===== config.mk =====
export PLATFORM = sky130hd
export DESIGN_NAME = fetch_stack_flat
export DESIGN_NICKNAME = d
export VERILOG_FILES = /design/src/rtl/fetch_stack_if.sv /design/src/rtl/fetch_stack.sv /design/src/flat_wrapper.sv
export SDC_FILE = /design/constraint.sdc
export NUM_CORES = 1
export LEC_CHECK = 0
export BUFFER_PORTS_ARGS = -buffer_cell sky130_fd_sc_hd__buf_4
export CAP_MARGIN = 20
export CORE_MARGIN = 3
export CORE_UTILIZATION = 45
export CTS_CLUSTER_DIAMETER = 100
export DETAILED_ROUTE_END_ITERATION = 12
export PLACE_DENSITY = 0.61
export SYNTH_ARGS = -nofsm -noshare
export SYNTH_HDL_FRONTEND = slang
export SYNTH_SLANG_ARGS = --single-unit

===== constraint.sdc =====
create_clock -name clk -period 3.4 [get_ports clk]
set_input_delay 0.51 -clock clk [delete_from_list [all_inputs] [get_ports clk]]
set_output_delay 0.51 -clock clk [all_outputs]
set_load 0.01 [all_outputs]

===== src/rtl/fetch_stack_if.sv =====
// Bundles the fetch_stack control inputs and status outputs.
//   master: drives s_inc/s_stack/push/pop/jump_addr/clr_err, observes status.
//   slave : the fetch_stack side (samples controls, drives pc/sp/flags).
interface fetch_stack_if #(
    parameter int PC_W  = 10,
    parameter int DEPTH = 8
);
    localparam int SP_W = $clog2(DEPTH) + 1;

    logic            s_inc;
    logic            s_stack;
    logic            push;
    logic            pop;
    logic [PC_W-1:0] jump_addr;
    logic            clr_err;
    logic [PC_W-1:0] pc;
    logic [SP_W-1:0] sp;
    logic            empty;
    logic            full;
    logic            ovf;
    logic            unf;

    modport master (
        output s_inc, s_stack, push, pop, jump_addr, clr_err,
        input  pc, sp, empty, full, ovf, unf
    );

    modport slave (
        input  s_inc, s_stack, push, pop, jump_addr, clr_err,
        output pc, sp, empty, full, ovf, unf
    );
endinterface


===== src/rtl/fetch_stack.sv =====
// Program counter with a hardware return-address stack.
//   clk, reset : single clock, asynchronous active-high reset
//   bus.slave  : s_inc/s_stack/push/pop/jump_addr/clr_err in,
//                pc (registered), sp (occupancy), empty/full (from sp),
//                ovf/unf (sticky error flags, cleared by clr_err) out
module fetch_stack #(
    parameter int PC_W  = 10,
    parameter int DEPTH = 8
) (
    input  logic         clk,
    input  logic         reset,
    fetch_stack_if.slave bus
);
    localparam int SP_W  = $clog2(DEPTH) + 1;
    localparam int IDX_W = $clog2(DEPTH);

    logic [PC_W-1:0] pc_q, pc_d;
    logic [SP_W-1:0] sp_q, sp_d;
    logic            ovf_q, ovf_d;
    logic            unf_q, unf_d;
    logic [PC_W-1:0] stack_q [DEPTH];

    logic            empty;
    logic            full;
    logic [PC_W-1:0] pc_inc;
    logic [SP_W-1:0] sp_m1;
    logic [PC_W-1:0] stack_top;
    logic            do_push;
    logic            do_pop;
    logic            ovf_set;
    logic            unf_set;
    logic            take_ret;

    assign empty  = (sp_q == '0);
    assign full   = (sp_q == SP_W'(DEPTH));
    assign pc_inc = pc_q + PC_W'(1);
    assign sp_m1  = sp_q - SP_W'(1);
    // Only read when sp > 0, so sp-1 always lands on a live entry.
    assign stack_top = stack_q[sp_m1[IDX_W-1:0]];

    // push and pop together cancel out: nothing moves and no flag is raised.
    assign do_push  = bus.push & ~bus.pop & ~full;
    assign ovf_set  = bus.push & ~bus.pop &  full;
    assign do_pop   = bus.pop  & ~bus.push & ~empty;
    assign unf_set  = bus.pop  & ~bus.push &  empty;
    assign take_ret = bus.s_stack & do_pop;

    always_comb begin
        pc_d  = pc_q;
        sp_d  = sp_q;
        ovf_d = ovf_q;
        unf_d = unf_q;

        if (take_ret)
            pc_d = stack_top;
        else if (bus.s_inc)
            pc_d = pc_inc;
        else
            pc_d = bus.jump_addr;

        if (do_push)
            sp_d = sp_q + SP_W'(1);
        else if (do_pop)
            sp_d = sp_m1;

        // Clear first, then set, so a fresh error in the clearing cycle sticks.
        if (bus.clr_err) begin
            ovf_d = 1'b0;
            unf_d = 1'b0;
        end
        if (ovf_set) ovf_d = 1'b1;
        if (unf_set) unf_d = 1'b1;
    end

    always_ff @(posedge clk or posedge reset) begin
        if (reset) begin
            pc_q  <= '0;
            sp_q  <= '0;
            ovf_q <= 1'b0;
            unf_q <= 1'b0;
        end else begin
            pc_q  <= pc_d;
            sp_q  <= sp_d;
            ovf_q <= ovf_d;
            unf_q <= unf_d;
        end
    end

    // Storage has no reset; entries at or above sp are never observable.
    always_ff @(posedge clk) begin
        if (do_push && !reset)
            stack_q[sp_q[IDX_W-1:0]] <= pc_inc;
    end

    assign bus.pc    = pc_q;
    assign bus.sp    = sp_q;
    assign bus.empty = empty;
    assign bus.full  = full;
    assign bus.ovf   = ovf_q;
    assign bus.unf   = unf_q;
endmodule


===== src/flat_wrapper.sv =====
// flat-port wrapper written by rule: the top's interface ports become plain ports
module fetch_stack_flat 
#(
    parameter int PC_W  = 10,
    parameter int DEPTH = 8
)
  (clk, reset, bus_s_inc, bus_s_stack, bus_push, bus_pop, bus_jump_addr, bus_clr_err, bus_pc, bus_sp, bus_empty, bus_full, bus_ovf, bus_unf);
  fetch_stack_if #(.PC_W(PC_W), .DEPTH(DEPTH)) bus_i ();
  input  logic clk;
  input  logic reset;
  input wire logic [$bits(bus_i.s_inc)-1:0] bus_s_inc;
  input wire logic [$bits(bus_i.s_stack)-1:0] bus_s_stack;
  input wire logic [$bits(bus_i.push)-1:0] bus_push;
  input wire logic [$bits(bus_i.pop)-1:0] bus_pop;
  input wire logic [$bits(bus_i.jump_addr)-1:0] bus_jump_addr;
  input wire logic [$bits(bus_i.clr_err)-1:0] bus_clr_err;
  output wire logic [$bits(bus_i.pc)-1:0] bus_pc;
  output wire logic [$bits(bus_i.sp)-1:0] bus_sp;
  output wire logic [$bits(bus_i.empty)-1:0] bus_empty;
  output wire logic [$bits(bus_i.full)-1:0] bus_full;
  output wire logic [$bits(bus_i.ovf)-1:0] bus_ovf;
  output wire logic [$bits(bus_i.unf)-1:0] bus_unf;
  assign bus_i.s_inc = bus_s_inc;
  assign bus_i.s_stack = bus_s_stack;
  assign bus_i.push = bus_push;
  assign bus_i.pop = bus_pop;
  assign bus_i.jump_addr = bus_jump_addr;
  assign bus_i.clr_err = bus_clr_err;
  assign bus_pc = bus_i.pc;
  assign bus_sp = bus_i.sp;
  assign bus_empty = bus_i.empty;
  assign bus_full = bus_i.full;
  assign bus_ovf = bus_i.ovf;
  assign bus_unf = bus_i.unf;
  fetch_stack #(.PC_W(PC_W), .DEPTH(DEPTH)) u_core (.clk(clk), .reset(reset), .bus(bus_i));
endmodule

==> results of run 1 <==
sequential cells by signal, indices dropped and copies added, names as in the netlist:
name	cells
u_core.bus.unf	1
u_core.stack_q	80
u_core.bus.sp	4
u_core.bus.pc	10
u_core.bus.ovf	1
kinds of logic (layout without fill, tap and decap cells):
group / count (synthesis) / in the layout / share of synthesized area [%]
flops: 96 / 96 / 67.8
xor+xnor: 9 / 9 / 1.91
simple gates: 57 / 57 / 8.47
compound gates: 28 / 28 / 4.75
mux: 33 / 33 / 14.1
buf+inv: 19 / 69 / 2.15
fa+ha+maj: 3 / 3 / 0.908
area by class of cell:
class | instances | area, sq um | share of cell area (%)
multi-input combinational | 130 | 1240 | 26.4
timing repair buffer | 43 | 323 | 6.84
clock inverter | 6 | 51.3 | 1.09
tap | 108 | 135 | 2.86
clock buffer | 10 | 128 | 2.70
inverter | 10 | 37.5 | 0.795
sequential | 96 | 2800 | 59.4
metrics by stage:
stage / total power [mW] / utilization [%] / hold WS (ps) / std cells
6_report: 3.87 / 53.6 / 270 / 403
5_1_grt: 4.10 / 53.6 / 314 / 403
4_1_cts: 3.91 / 53.6 / 288 / 403
3_5_place_dp: 3.23 / 51.6 / 524 / 387
3_3_place_gp: 3.21 / 51.6 / 510 / 387
2_1_floorplan: 2.74 / - / 424 / 245
worst max path at each step:
stage,to
after floorplan,u_core.stack_q[3][0]
after CTS,u_core.stack_q[3][9]
after global placement,u_core.stack_q[3][2]
after detailed placement,u_core.stack_q[3][2]
after global routing,u_core.stack_q[3][9]
final,u_core.stack_q[3][1]
layout by cell type, fill, tap and decap left out, types with 2 or more instances in the layout:
cell	n
mux2i_1	12
clkinvlp_4	3
nor2b_1	4
xor2_1	5
o21ai_1	2
buf_4	43
or2_2	4
dfrtp_1	16
nand3_1	6
o21ai_0	8
and3_1	2
xnor2_1	4
or3_1	2
inv_1	9
mux4_2	20
edfxtp_1	80
o32ai_2	2
a211oi_1	4
ha_1	3
inv_6	2
nor3b_1	2
a21oi_1	2
nand2_1	13
nor3_1	4
nor2_1	8
o211ai_1	3
nor3_2	2
or3_4	4
clkbuf_8	9
o22ai_1	2
routing by layer:
layer  share of wire, %  track usage [%]  wire, um  vias to the layer above
met1                 50             24.4      3910                     1135
met2                 46             24.6      3610                       46
met4                1.1             4.54        88                        0
li1                   -                -         -                     1049
met5                  0                0         0                        -
met3                3.6             3.48       283                        6
critical path, cell delays in order, from the launching register on:
cell     delay, ps
dfrtp_1        520
inv_1          110
ha_1           250
and3b_4        230
or3_4          370
or3_4          370
nor2_1         730
power by group through the flow:
stage,clock [mW],combinational [mW],sequential (mW)
finish,0.686,1.51,1.67
floorplan,0,1.04,1.69
global route,0.748,1.65,1.70
global placement,0,1.51,1.69
CTS,0.702,1.53,1.68
detailed placement,0,1.53,1.70
==> qor.txt, run 1 <==
Mapped Area = 4140 sq um
Vias/cell = 5.55
Share of layout cells above drive strength 1 = 31.9%
Design area = 4720 sq um
Largest net degree at the start of global routing = 25
Clk root buf = clkbuf_8
Leak Pwr = 1.66 nW
Setup Crit Path Kind = reg -> reg
Fill cells = 734
RSZ-0062 raised after global routing = false
Max-cap violations = 0
Hold Path Class = in -> async
Status = complete, no violations
Clock Power Share = 17.7%
Synth top area cells = edfxtp_1 58%, mux4_2 11%, dfrtp_1 9.7%
Grt ovf = 0
Tcrit/Tclk final = 87.0%
CP Launch Type = flop
Fin crit period = 2960 ps
Die W = 102 um
Initial drt markers = 110
# IOs = 35
Clk Latency, worst-skew pair = 350 ps
First-pass DRT Iterations = 4
Worst r2r dst = u_core.stack_q[3][1]
CTS tree = built
Wire length per cell = 19.6 um
Max Root-Sink Buffers = 2
Initial antenna violation count = 0
Synth top area share = 58.1%
Cts repair resizes = 0
First-pass GRT wire length = 12600 um
Row Count = 34
Starting Density = 47.0%
All-Layer GR Usage = 16.4%
Detailed placement HPWL = 5340 um
Share of flip-flops with an asynchronous set or reset = 16.7%
Switching power = 1.36 mW
Register share of total power = 43.3%
Clk sinks = 96
Synth Area per Inst = 16.9 sq um
CP startpoint = u_core.bus.sp[1]
Sequential area share after synthesis = 67.8%
Place WS = 428 ps
Worst-path clk slew = 100 ps
RR Startpoint = u_core.bus.sp[1]
Die Area = 10400 sq um
Number of synthesized register bits = 96
R2r setup slk = 440 ps
Critical path fanouts, max = 10
Slew @ Worst Pin = 936 ps
CTS H-tree lvls = 3
Routed vias = 2236
Setup crit end kind = flop
Setup Buffers After CTS = 0
Setup TNS Final = 0 ps
DRT Wirelength = 7890 um
Number of hold buffers added after CTS = 0
Worst endpoint required time = 3380 ps
Switching share of power = 35.2%
Residual DRC = 0
Synth top cells by count = 80 x edfxtp_1, 20 x mux4_2, 16 x dfrtp_1
Clk_skew = 15.2 ps
Die height = 102 um
Number of global-route vias before repair = 2226
VDD IR max = 293 uV
DRT antenna net count = 0
Worst Path Arrival = 2940 ps
Cell variety after synth = 43
Dpl cell area = 4540 sq um
PortBufs = 34
Most used DFF post-synth = edfxtp_1
Fin worst setup slack = 442 ps
FMAX = 0.338 GHz
EDFF count, synth = 80
Setup violations, final = 0
Reg2reg path depth = 6
Int Pwr = 2.51 mW
Pins Over Slew Limit = 0
Syn Inst Count = 245
Power density cells = 820 nW/um^2
Diode count = 0
Area added between synthesis and finish = 14.2%
Part of the power in combinational logic = 39.0%
Total number of yosys warnings = 0
Fin nets = 310
Final GP Congestion = 0.759
TritonCTS Buffers = 9
Slew headroom = 37.4%
Hold Violations, Final = 0
Total core area = 8810 sq um
Area leader, netlist = edfxtp_1
Syn nets = 265
Most frequent cell after synthesis = edfxtp_1
Power figures use the tool's default switching activity.
==> run 2: changes to the inputs <==
Settings changed: CORE_UTILIZATION 45 to 53, GPL_TIMING_DRIVEN set to 0, PLACE_DENSITY 0.61 to 0.73.
Clock period 3.4 ns to 2.6 ns, I/O delays scaled along.
==> qor.txt, run 2 (synthesized netlist as in run 1, its figures left out) <==
Status = complete, no violations
First-pass GRT wire length = 14000 um (+12%)
CP max-delay cell = or3_4
Area added between synthesis and finish = 21.6%
Wire length per cell = 22.2 um (+13%)
Critical Path Most Common Cell = or3_4
CP startpoint = u_core.bus.sp[0]
All-Layer GR Usage = 22.3% (+5.9 points)
Number of hold buffers added after CTS = 0 (unchanged)
Die Area = 8900 sq um (-14%)
Starting Density = 55.8% (+8.9 points)
RR Startpoint = u_core.bus.sp[0]
DRT antenna net count = 0 (unchanged)
Leak Pwr = 1.78 nW (+7.1%)
Row Count = 31 (-8.8%)
Max incr delay on CP = 410 ps (-320 ps)
FMAX = 0.395 GHz (+17%)
Worst r2r dst = u_core.stack_q[0][7]
Grt ovf = 0 (unchanged)
Slew @ Worst Pin = 810 ps (-126 ps)
Most frequent cells in the layout = 80 x edfxtp_1, 42 x buf_4, 20 x mux4_2
Residual DRC = 0 (unchanged)
Commonest non-fill, non-tap cell in the layout = edfxtp_1
Routed vias = 2401 (+7.4%)
# IOs = 35 (unchanged)
Setup crit end kind = flop
Initial drt markers = 209 (+90%)
Initial antenna violation count = 0 (unchanged)
RSZ-0062 raised after global routing = true
Pins Over Slew Limit = 0 (unchanged)
Total power = 5.34 mW (+38%)
Reg2reg path depth = 9 (+3)
First-pass DRT Iterations = 5 (+1)
Place WS = -340 ps (-768 ps)
Clk Latency, worst-skew pair = 360 ps (about the same)
Diode count = 0 (unchanged)
R2r setup slk = 70 ps (-370 ps)
Worst endpoint required time = 2680 ps (-700 ps)
Clk root buf = clkbuf_8
Setup violations, final = 0 (unchanged)
CTS H-tree lvls = 3 (unchanged)
Setup Crit Path Kind = reg -> reg
Critical path fanouts, max = 6 (-4)
DP Cell Count = 378 (-2.3%)
Max Root-Sink Buffers = 2 (unchanged)
Clk sinks = 96 (unchanged)
VDD IR max = 543 uV (+85%)
Post-Layout Cell Count = 409 (+1.5%)
Fin worst setup slack = 69.7 ps (-372 ps)
Total core area = 7410 sq um (-16%)
Cells along the critical path = buf_6 > buf_12 > inv_8 > ha_4 > and3b_4 > or3_4 > or3_4 > nor3_4 > bufbuf_16
PortBufs = 34 (unchanged)
Share of layout cells above drive strength 1 = 37.4% (+5.6 points)
Hold Violations, Final = 0 (unchanged)
Clk_skew = 17.4 ps (+2.12 ps)
Hold_ws = 204 ps (-66.3 ps)
Fin crit period = 2530 ps (-428 ps)
DRT Wirelength = 9080 um (+15%)
Worst-path clk slew = 100 ps (about the same)
Hold Path Class = in -> async
Number of global-route vias before repair = 2453 (+10%)
Vias/cell = 5.87 (+5.8%)
Largest net degree at the start of global routing = 17 (-32%)
Slew headroom = 45.9% (+8.6 points)
Die W = 94.3 um (-7.4%)
Max-cap violations = 0 (unchanged)
Worst Path Arrival = 2610 ps (-330 ps)
Tcrit/Tclk final = 97.3% (+10 points)
Max FFs per register = 80 (unchanged)
TritonCTS Buffers = 9 (unchanged)
Power density cells = 1060 nW/um^2 (+30%)
Detailed placement HPWL = 5470 um (+2.3%)
CTS tree = built
Fin nets = 326 (+5.2%)
Die height = 94.3 um (-7.4%)
Final GP Congestion = 0.778 (+2.6%)
CP Launch Type = flop
-- run 2: timing repair --
item	4_1_cts	5_1_grt
setup endpoints to repair	80	45
pin swaps	8	4
gates cloned	1	0
resized for setup	4	0
setup buffers	11	4
-- run 2: cell type report --
class / instances / area, sq um
Buffer: 9 / 70.1
Clock buffer: 9 / 124
Clock inverter: 6 / 60.1
Fill cell: 487 / 2380
Inverter: 10 / 45.0
Multi-Input combinational cell: 130 / 1320
Sequential cell: 96 / 2800
Tap cell: 99 / 124
Timing Repair Buffer: 50 / 488
-- run 2: report_power, final --
group / internal (mW) / switching (mW) / leakage, nW / total [mW]
Clock: 0.436 / 0.497 / 0.0929 / 0.934
Sequential: 2.01 / 0.167 / 0.908 / 2.18
Combinational: 1.05 / 1.18 / 0.778 / 2.23
Total: 3.50 / 1.84 / 1.78 / 5.34
-- run 2: worst max-delay path by stage --
stage	to	slack (ps)	cells past startpoint
6_report	u_core.stack_q[0][7]	70	9
5_1_grt	u_core.stack_q[0][7]	-10	9
2_1_floorplan	u_core.stack_q[1][0]	-40	8
3_5_place_dp	u_core.stack_q[1][6]	-340	8
4_1_cts	u_core.stack_q[0][7]	-30	9
3_3_place_gp	u_core.stack_q[1][6]	-350	8
-- run 2: per-layer routing --
layer	vias up	share of wire, %	global-route usage [%]
li1	1080	-	-
met1	1211	42	32.1
met2	103	50	35.2
met3	7	6.7	2.63
met4	0	1.0	8.90
met5	-	0	0
-- run 2: worst max-delay path, delay by kind of cell (launching register included) --
| family | cells | cell delay (ps) |
|---|---|---|
| DFF | 1 | 390 |
| adders and majority gates | 1 | 160 |
| and+or+nand+nor | 4 | 1150 |
| buffers and inverters | 4 | 550 |
-- run 2: per-stage QoR --
stage,instance area [sq um],utilization [%],setup TNS [ps]
2_1_floorplan,4220,-,-445
3_3_place_gp,4600,62.1,-16110
3_5_place_dp,4600,62.1,-16440
4_1_cts,4970,67.2,-135
5_1_grt,5030,67.9,-21.8
6_report,5030,67.9,0
